`config.mk`:
```
export PLATFORM = sky130hd
export DESIGN_NAME = efuse_cfg_loader_flat
export DESIGN_NICKNAME = d
export VERILOG_FILES = /design/src/rtl/efuse_cfg_loader_if.sv /design/src/rtl/efuse_cfg_loader.sv /design/src/flat_wrapper.sv
export SDC_FILE = /design/constraint.sdc
export NUM_CORES = 1
export LEC_CHECK = 0
export CAP_MARGIN = 20
export CORE_MARGIN = 2
export CORE_UTILIZATION = 61
export DETAILED_ROUTE_END_ITERATION = 12
export HOLD_SLACK_MARGIN = 0.06
export PLACE_DENSITY = 0.95
export SKIP_CTS_REPAIR_TIMING = 1
export SLEW_MARGIN = 40
export SYNTH_ARGS = -nofsm -noshare
export SYNTH_HDL_FRONTEND = slang
export SYNTH_SLANG_ARGS = --single-unit
```
`constraint.sdc`:
```
create_clock -name wb_clk_i -period 7.2 [get_ports wb_clk_i]
set_clock_uncertainty 0.2 [all_clocks]
set_input_delay 1.44 -clock wb_clk_i [delete_from_list [all_inputs] [get_ports wb_clk_i]]
set_output_delay 1.44 -clock wb_clk_i [all_outputs]
set_load 0.01 [all_outputs]
```
`src/rtl/efuse_cfg_loader_if.sv`:
```
// Wishbone read-only link between efuse_cfg_loader (master) and efuse_ctrl (slave).
// Signal names follow the loader's point of view.
interface efuse_cfg_loader_if;
    logic        wb_cyc_o;
    logic        wb_stb_o;
    logic        wb_we_o;
    logic        wb_sel_o;
    logic [11:0] wb_adr_o;
    logic [7:0]  wb_dat_i;
    logic        wb_ack_i;

    modport master (
        output wb_cyc_o,
        output wb_stb_o,
        output wb_we_o,
        output wb_sel_o,
        output wb_adr_o,
        input  wb_dat_i,
        input  wb_ack_i
    );

    modport slave (
        input  wb_cyc_o,
        input  wb_stb_o,
        input  wb_we_o,
        input  wb_sel_o,
        input  wb_adr_o,
        output wb_dat_i,
        output wb_ack_i
    );
endinterface

```
`src/rtl/efuse_cfg_loader.sv`:
```
// Boot-time loader: reads the bitstream byte by byte from efuse_ctrl over Wishbone
// and shifts each byte MSB-first into the fabric configuration chain.
module efuse_cfg_loader #(
    parameter logic [11:0] BASE_ADDR   = 12'h000,
    parameter int unsigned NUM_BYTES   = 1024,
    parameter int unsigned ACK_TIMEOUT = 255
) (
    input  logic                    wb_clk_i,
    input  logic                    wb_rst_i,
    input  logic                    start_i,
    efuse_cfg_loader_if.master      wb,
    output logic                    cfg_data_o,
    output logic                    cfg_shift_o,
    output logic                    busy_o,
    output logic                    done_o,
    output logic                    error_o
);

    localparam int unsigned ADR_W  = 12;
    localparam int unsigned CNT_W  = 12;
    localparam int unsigned WAIT_W = 16;
    localparam int unsigned BIT_W  = 3;

    localparam logic [CNT_W-1:0]  LAST_BYTE  = CNT_W'(NUM_BYTES - 1);
    localparam logic [WAIT_W-1:0] WAIT_LIMIT = WAIT_W'(ACK_TIMEOUT);
    localparam logic [BIT_W-1:0]  LAST_BIT   = BIT_W'(7);

    typedef enum logic [2:0] {
        ST_IDLE,
        ST_REQ,
        ST_SHIFT,
        ST_DONE,
        ST_ERR
    } state_e;

    state_e              state_q, state_d;
    logic [ADR_W-1:0]    adr_q,   adr_d;
    logic [CNT_W-1:0]    cnt_q,   cnt_d;
    logic [WAIT_W-1:0]   wait_q,  wait_d;
    logic [BIT_W-1:0]    bit_q,   bit_d;
    logic [6:0]          rem_q,   rem_d;
    logic                data_q,  data_d;
    logic                shift_q, shift_d;
    logic                cyc_q,   cyc_d;
    logic                busy_q,  busy_d;
    logic                done_q,  done_d;
    logic                err_q,   err_d;
    logic [WAIT_W-1:0]   wait_inc;

    // State and output registers
    always_ff @(posedge wb_clk_i or posedge wb_rst_i) begin
        if (wb_rst_i) begin
            state_q <= ST_IDLE;
            adr_q   <= '0;
            cnt_q   <= '0;
            wait_q  <= '0;
            bit_q   <= '0;
            rem_q   <= '0;
            data_q  <= 1'b0;
            shift_q <= 1'b0;
            cyc_q   <= 1'b0;
            busy_q  <= 1'b0;
            done_q  <= 1'b0;
            err_q   <= 1'b0;
        end else begin
            state_q <= state_d;
            adr_q   <= adr_d;
            cnt_q   <= cnt_d;
            wait_q  <= wait_d;
            bit_q   <= bit_d;
            rem_q   <= rem_d;
            data_q  <= data_d;
            shift_q <= shift_d;
            cyc_q   <= cyc_d;
            busy_q  <= busy_d;
            done_q  <= done_d;
            err_q   <= err_d;
        end
    end

    assign wait_inc = wait_q + WAIT_W'(1);

    // Next-state logic; output registers are loaded alongside the state so every port is a flop
    always_comb begin
        state_d = state_q;
        adr_d   = adr_q;
        cnt_d   = cnt_q;
        wait_d  = wait_q;
        bit_d   = bit_q;
        rem_d   = rem_q;
        data_d  = data_q;
        shift_d = shift_q;
        cyc_d   = cyc_q;
        busy_d  = busy_q;
        done_d  = done_q;
        err_d   = err_q;

        case (state_q)
            ST_IDLE, ST_DONE, ST_ERR: begin
                if (start_i) begin
                    state_d = ST_REQ;
                    adr_d   = BASE_ADDR;
                    cnt_d   = '0;
                    wait_d  = '0;
                    cyc_d   = 1'b1;
                    busy_d  = 1'b1;
                    done_d  = 1'b0;
                    err_d   = 1'b0;
                end
            end

            ST_REQ: begin
                // Ack wins over timeout when both land on the same cycle
                if (wb.wb_ack_i) begin
                    state_d = ST_SHIFT;
                    data_d  = wb.wb_dat_i[7];
                    rem_d   = wb.wb_dat_i[6:0];
                    bit_d   = '0;
                    cyc_d   = 1'b0;
                    shift_d = 1'b1;
                end else if (wait_inc == WAIT_LIMIT) begin
                    state_d = ST_ERR;
                    cyc_d   = 1'b0;
                    busy_d  = 1'b0;
                    err_d   = 1'b1;
                end else begin
                    wait_d  = wait_inc;
                end
            end

            ST_SHIFT: begin
                if (bit_q == LAST_BIT) begin
                    shift_d = 1'b0;
                    data_d  = 1'b0;
                    if (cnt_q == LAST_BYTE) begin
                        state_d = ST_DONE;
                        busy_d  = 1'b0;
                        done_d  = 1'b1;
                    end else begin
                        state_d = ST_REQ;
                        cnt_d   = cnt_q + CNT_W'(1);
                        adr_d   = adr_q + ADR_W'(1);
                        wait_d  = '0;
                        cyc_d   = 1'b1;
                    end
                end else begin
                    bit_d   = bit_q + BIT_W'(1);
                    data_d  = rem_q[6];
                    rem_d   = {rem_q[5:0], 1'b0};
                end
            end

            default: state_d = ST_IDLE;
        endcase
    end

    assign wb.wb_cyc_o = cyc_q;
    assign wb.wb_stb_o = cyc_q;
    assign wb.wb_we_o  = 1'b0;
    assign wb.wb_sel_o = 1'b1;
    assign wb.wb_adr_o = adr_q;

    assign cfg_data_o  = data_q;
    assign cfg_shift_o = shift_q;
    assign busy_o      = busy_q;
    assign done_o      = done_q;
    assign error_o     = err_q;

endmodule
```
`src/flat_wrapper.sv`:
```
// flat-port wrapper written by rule: the top's interface ports become plain ports
module efuse_cfg_loader_flat 
#(
    parameter logic [11:0] BASE_ADDR   = 12'h000,
    parameter int unsigned NUM_BYTES   = 1024,
    parameter int unsigned ACK_TIMEOUT = 255
)
  (wb_clk_i, wb_rst_i, start_i, cfg_data_o, cfg_shift_o, busy_o, done_o, error_o, wb_wb_cyc_o, wb_wb_stb_o, wb_wb_we_o, wb_wb_sel_o, wb_wb_adr_o, wb_wb_dat_i, wb_wb_ack_i);
  efuse_cfg_loader_if wb_i ();
  input  logic wb_clk_i;
  input  logic wb_rst_i;
  input  logic start_i;
  output logic cfg_data_o;
  output logic cfg_shift_o;
  output logic busy_o;
  output logic done_o;
  output logic error_o;
  output wire logic [$bits(wb_i.wb_cyc_o)-1:0] wb_wb_cyc_o;
  output wire logic [$bits(wb_i.wb_stb_o)-1:0] wb_wb_stb_o;
  output wire logic [$bits(wb_i.wb_we_o)-1:0] wb_wb_we_o;
  output wire logic [$bits(wb_i.wb_sel_o)-1:0] wb_wb_sel_o;
  output wire logic [$bits(wb_i.wb_adr_o)-1:0] wb_wb_adr_o;
  input wire logic [$bits(wb_i.wb_dat_i)-1:0] wb_wb_dat_i;
  input wire logic [$bits(wb_i.wb_ack_i)-1:0] wb_wb_ack_i;
  assign wb_wb_cyc_o = wb_i.wb_cyc_o;
  assign wb_wb_stb_o = wb_i.wb_stb_o;
  assign wb_wb_we_o = wb_i.wb_we_o;
  assign wb_wb_sel_o = wb_i.wb_sel_o;
  assign wb_wb_adr_o = wb_i.wb_adr_o;
  assign wb_i.wb_dat_i = wb_wb_dat_i;
  assign wb_i.wb_ack_i = wb_wb_ack_i;
  efuse_cfg_loader #(.BASE_ADDR(BASE_ADDR), .NUM_BYTES(NUM_BYTES), .ACK_TIMEOUT(ACK_TIMEOUT)) u_core (.wb_clk_i(wb_clk_i), .wb_rst_i(wb_rst_i), .start_i(start_i), .wb(wb_i), .cfg_data_o(cfg_data_o), .cfg_shift_o(cfg_shift_o), .busy_o(busy_o), .done_o(done_o), .error_o(error_o));
endmodule
```
## Word level (Yosys, flattened, before mapping)

Index checks and enable logic that the tools add are counted.

| word-level totals | value |
|---|---|
| flip-flop bits (word level) | 59 |
| bits of input ports | 12 |
| output and inout bits | 21 |
| logic and storage cells | 97 |

| operators by class | value |
|---|---|
| add/sub/neg operators | 4 |
| equal/unequal tests | 17 |
| mux-type cells | 48 |
| reductions and logical operators | 16 |

Operators by type and width:

| operator | number |
|---|---|
| 16-bit two-way mux | 5 |
| 12-bit two-way mux | 5 |
| 12-bit one-hot mux with 2 select lines | 2 |
| 16-bit one-hot mux with 3 select lines | 1 |
| 12-bit by 1-bit adder with 12-bit output, second input constant | 2 |
| 3-bit two-way mux | 6 |
| 1-bit two-way mux | 17 |
| 16-bit by 1-bit adder with 16-bit output, second input constant | 1 |
| 16-bit by 8-bit == test with 1-bit output, second input constant | 1 |
| 7-bit two-way mux | 2 |
| 7-bit one-hot mux with 2 select lines | 1 |
| 12-bit by 10-bit == test with 1-bit output, second input constant | 1 |
| 2-bit != test, second input constant | 6 |
| 4-bit AND reduction | 3 |
| 6-bit AND reduction | 2 |
| 3-bit one-hot mux with 3 select lines | 1 |
| 3-bit AND reduction | 3 |
| 1-bit one-hot mux with 2 select lines | 4 |
| 3-bit by 2-bit == test with 1-bit output, second input constant | 2 |
| 3-bit == test, second input constant | 2 |
| 2-bit by 1-bit != test with 1-bit output, second input constant | 3 |
| 1-bit one-hot mux with 3 select lines | 2 |
| 3-bit one-hot mux with 2 select lines | 1 |
| 2-bit nonzero test | 3 |
| other kinds (9) | 9 |

## Depth between registers and ports, before layout

| depth | value |
|---|---|
| word-level depth | 5 |
| gate-level depth with buffers | 9 |
| mapped depth without buffers | 8 |

## Worst setup path after synthesis

No wires, ideal clock.

| timing path | value |
|---|---|
| path type | input -> register |
| start | input port start_i |
| end | register u_core.adr_q[6], in the netlist u_core.wb.wb_adr_o[6] |
| setup time | 132 ps |
| arrival time | 2593 ps |
| required time | 6868 ps |
| slack | 4275 ps |
| stages on the path | 6 |
| buffers on the path | 0 |
| cells stage by stage | mux2_2 > a21oi_1 > a21oi_2 > nand4_1 > xor2_1 > nor2_1 |

| on the way | value |
|---|---|
| word-level cells in the longest chain between the ends | 2 |

Ends and longest elaborated chain:

| item | line | source |
|---|---|---|
| start, declared | flat_wrapper.sv:12 | `input logic start_i;` |
| 2-bit != test (no line) | - |  |
| 4-bit AND reduction (no line) | - |  |
| end signal, assigned | efuse_cfg_loader.sv:67 | `adr_q <= adr_d;` |
| end, declared | efuse_cfg_loader.sv:37 | `logic [ADR_W-1:0] adr_q, adr_d;` |

No other way between the ends.
A chain may end at the register's enable or synchronous reset.

## Final worst setup path

| timing path | value |
|---|---|
| start | input port start_i |
| end | register u_core.busy_q, in the netlist u_core.busy_o |

| on the way | value |
|---|---|
| word-level cells in the longest chain between the ends | 2 |

Ends and longest elaborated chain:

| item | line | source |
|---|---|---|
| 2-bit != test (no line) | - |  |
| 6-bit AND reduction (no line) | - |  |
| end signal, assigned | efuse_cfg_loader.sv:75 | `busy_q <= busy_d;` |
| end, declared | efuse_cfg_loader.sv:45 | `logic busy_q, busy_d;` |

No other way between the ends.

==> impl_metrics.yaml <==
run_status:
  outcome: "complete, no violations"
final_layout:
  drive_gt1_share_pct: 10.2
  synthToLayoutAreaGrowth_pct: 14.5
  final_area_um2: 3770
  diodes: 0
  fin_nets: 387
floorplan:
  die_w_um: 77.5
  fp.coreArea_um2: 5170
  dieArea_um2: 6010
  fp-row-count: 26
  die_h_um: 77.5
  boundaryPins: 33
  start_util_pct: 63.7
setup_path:
  reg2reg_setup_slack_ns: 4.55
  arrival_ns: 3.39
  rr_endpoint: "u_core.busy_o$_DFFE_PP0P_"
  worst-setup-path-type: "input port to flop"
  crit_path_start_kind: "input port"
  ff2ff_path_depth: 8
  end_kind: "flop"
  crit_required_ns: 7.24
  crit_fanout: 22
  timing.rr.start: "u_core.bit_q[0]$_DFFE_PP0P_"
clock_tree:
  clkLatencyLatePin_ns: 0.35
  cts_max_level: 3
  clkSlewWorstSetupHoldPaths_ns: 0.07
  cts_buffers: 9
  cts.path.max_buffers: 2
  root_buffer: "clkbuf_8"
  cts_tree: "yes"
  cts_sinks: 59
logic_synthesis:
  ys_seq_area_share_pct: 44.8
  synthSimpleGateAreaFrac_pct: 22.3
  synth.distinct_cells: 55
  synthArstFlopShare_pct: 100
  synthMuxAreaShare_pct: 3.42
  synth_warnings: 0
  synthAdderAreaFrac_pct: 2.28
  ys_ff_latch: 59
  avgSynthCellArea_um2: 9.50
  syn_nets: 365
  postSynthCellCount: 347
  ys.flop_type: "dfrtp_1"
  synth_edf_count: 0
  yosys.area.top_type_share_pct: 44.8
  synth_xor_area_share_pct: 4.78
  yosys.area.top_type: "dfrtp_1"
  synth_compound_area_share_pct: 18.1
  synth_most_common_cell: "dfrtp_1"
  synth.area.top_cells: "dfrtp_1 (45%), o21ai_0 (6.2%), nor2_1 (3.9%), nand2_1 (3.6%), xor2_1 (3.2%)"
  synth_area_um2: 3300
  synth_top_family_by_area: "simple AND/OR/NAND/NOR gates"
  synth_common_cells: "dfrtp_1 (59), o21ai_0 (41), nor2_1 (34)"
timing:
  max_freq_ghz: 0.298
  period_minus_slack_ns: 3.35
  tightestPinTransition_ns: 0.738
  finalSetupViolCount: 0
  setup_ws_ns: 3.85
  drv_slew: 0
  slew_headroom_pct: 50.8
  rsz0062_at_grt: "false"
  period_share_pct: 46.5
  setup_tns_ns: 0
  hold_violations: 0
global_routing:
  grt_pass1_wl_um: 12300
  grt_max_degree: 60
  grt_pass1_vias: 2557
  grt.total_usage_pct: 26.2
  grt-ovfl-total: 0
  antenna_found_initial: 0
placement:
  dp_slack_ns: 3.53
  io_buffers: 30
  dpl-instance-area_um2: 3580
  dp_hpwl_um: 4790
  globalplace.congestion: 0.828
flow_run:
  maxCapViolations: 0
detailed_routing:
  drt-vias-per-instance: 6.19
  wl_um: 7380
  drc: 0
  vias: 2735
  ant_nets: 0
  firstDrtPassIters: 5
  wl_per_cell_um: 16.7
  drt_iter0_drc: 326
worst_hold_path:
  hp-class: "flop to flop"
  worstHoldStart: "u_core.rem_q[3]$_DFFE_PP0P_"
  min_path_cells: 2
  worstHoldEndpoint: "u_core.rem_q[3]$_DFFE_PP0P_"
power_and_ir_drop:
  p_leak_nw: 1.68
  ir_drop_mv: 0.202
  cellPowerDensity_nw_per_um2: 287
## through the flow
step                instances  utilization, %  hold slack [ns]  power, W
floorplan                 347               -            0.249  0.000682
global placement          428            69.2            0.266  0.000759
detailed placement        428            69.3            0.277  0.000782
CTS                       442            73.0            0.296   0.00108
global route              442            73.0            0.315   0.00114
finish                    442            73.0            0.288   0.00109
## worst max path at each step
stage | end | cells after the start | slack (ns) | startpoint
2_1_floorplan | u_core.bit_q[0]$_DFFE_PP0P_ | 1 | 4.10 | wb_rst_i
3_3_place_gp | u_core.busy_o$_DFFE_PP0P_ | 7 | 3.61 | start_i
3_5_place_dp | u_core.busy_o$_DFFE_PP0P_ | 7 | 3.53 | start_i
4_1_cts | u_core.busy_o$_DFFE_PP0P_ | 7 | 3.86 | start_i
5_1_grt | u_core.cnt_q[11]$_DFFE_PP0P_ | 7 | 3.69 | start_i
6_report | u_core.busy_o$_DFFE_PP0P_ | 7 | 3.85 | start_i
## worst max-delay path, stage by stage
cell and delay (ns):
clkdlybuf4s50_1 0.47, mux2_2 0.33, a21oi_1 0.48, nor2_1 0.08, buf_4 0.24, a21o_1 0.18
a31o_1 0.18
## sequential cells by signal, summed over array words and instances, names as in the netlist
signal and flops:
u_core.busy_o 1, u_core.state_q 3, u_core.cfg_data_o 1, u_core.done_o 1, u_core.cfg_shift_o 1, u_core.cnt_q 12
u_core.wait_q 16, u_core.rem_q 7, u_core.wb.wb_cyc_o 1, u_core.bit_q 3, u_core.wb.wb_adr_o 12, u_core.error_o 1
## metal layers
metal | GRT usage [%] | wire length (um) | up-vias
met1 | 34.2 | 3240 | 1318
met2 | 41.9 | 3580 | 98
met5 | 0 | 0 | -
met4 | 13.0 | 155 | 0
met3 | 4.88 | 405 | 24
li1 | - | - | 1295
## logic make-up (layout without fill, tap and decap cells)
family          Yosys count  in the layout
mux                      11             11
buf+inv                  25             50
fa+ha+maj                 6              6
flops                    59             59
other cells               2              2
xor+xnor                 18             18
compound gates           90             90
simple gates            136            136
## layout make-up
type	instances	area, um2
Fill cell	345	1400
Inverter	4	15.0
Sequential cell	59	1480
Clock inverter	4	52.6
Multi-Input combinational cell	263	1690
Timing Repair Buffer	32	315
Tap cell	70	87.6
Clock buffer	10	138
## layout by cell type, fill, tap and decap left out, types with 2 or more instances in the layout
cell,n
buf_4,2
and2_1,3
mux2_2,2
xnor2_1,6
nand3b_1,2
a21o_1,3
nor3b_1,3
a21oi_2,2
nand2b_1,4
mux2i_1,9
o21ai_0,40
a22o_1,4
or3_1,4
clkinvlp_4,3
and4_1,4
a32oi_1,2
dfrtp_1,59
nand4_1,11
ha_1,6
and4_4,3
nor2_1,34
conb_1,2
o31ai_1,7
clkbuf_8,10
inv_1,3
and3_1,9
a21oi_1,16
a31oi_1,3
nor3_1,3
nand2_1,32
clkdlybuf4s50_1,30
xor2_1,12
or2_2,3
nand3_1,13
## report_power, final
part | total [W] | switching (W) | leakage [nW] | internal [W]
combinational | 0.000348 | 0.000213 | 0.801 | 0.000135
clock | 0.000299 | 0.000134 | 0.0865 | 0.000165
sequential | 0.000438 | 0.0000544 | 0.792 | 0.000384
Power figures use the tool's default switching activity.
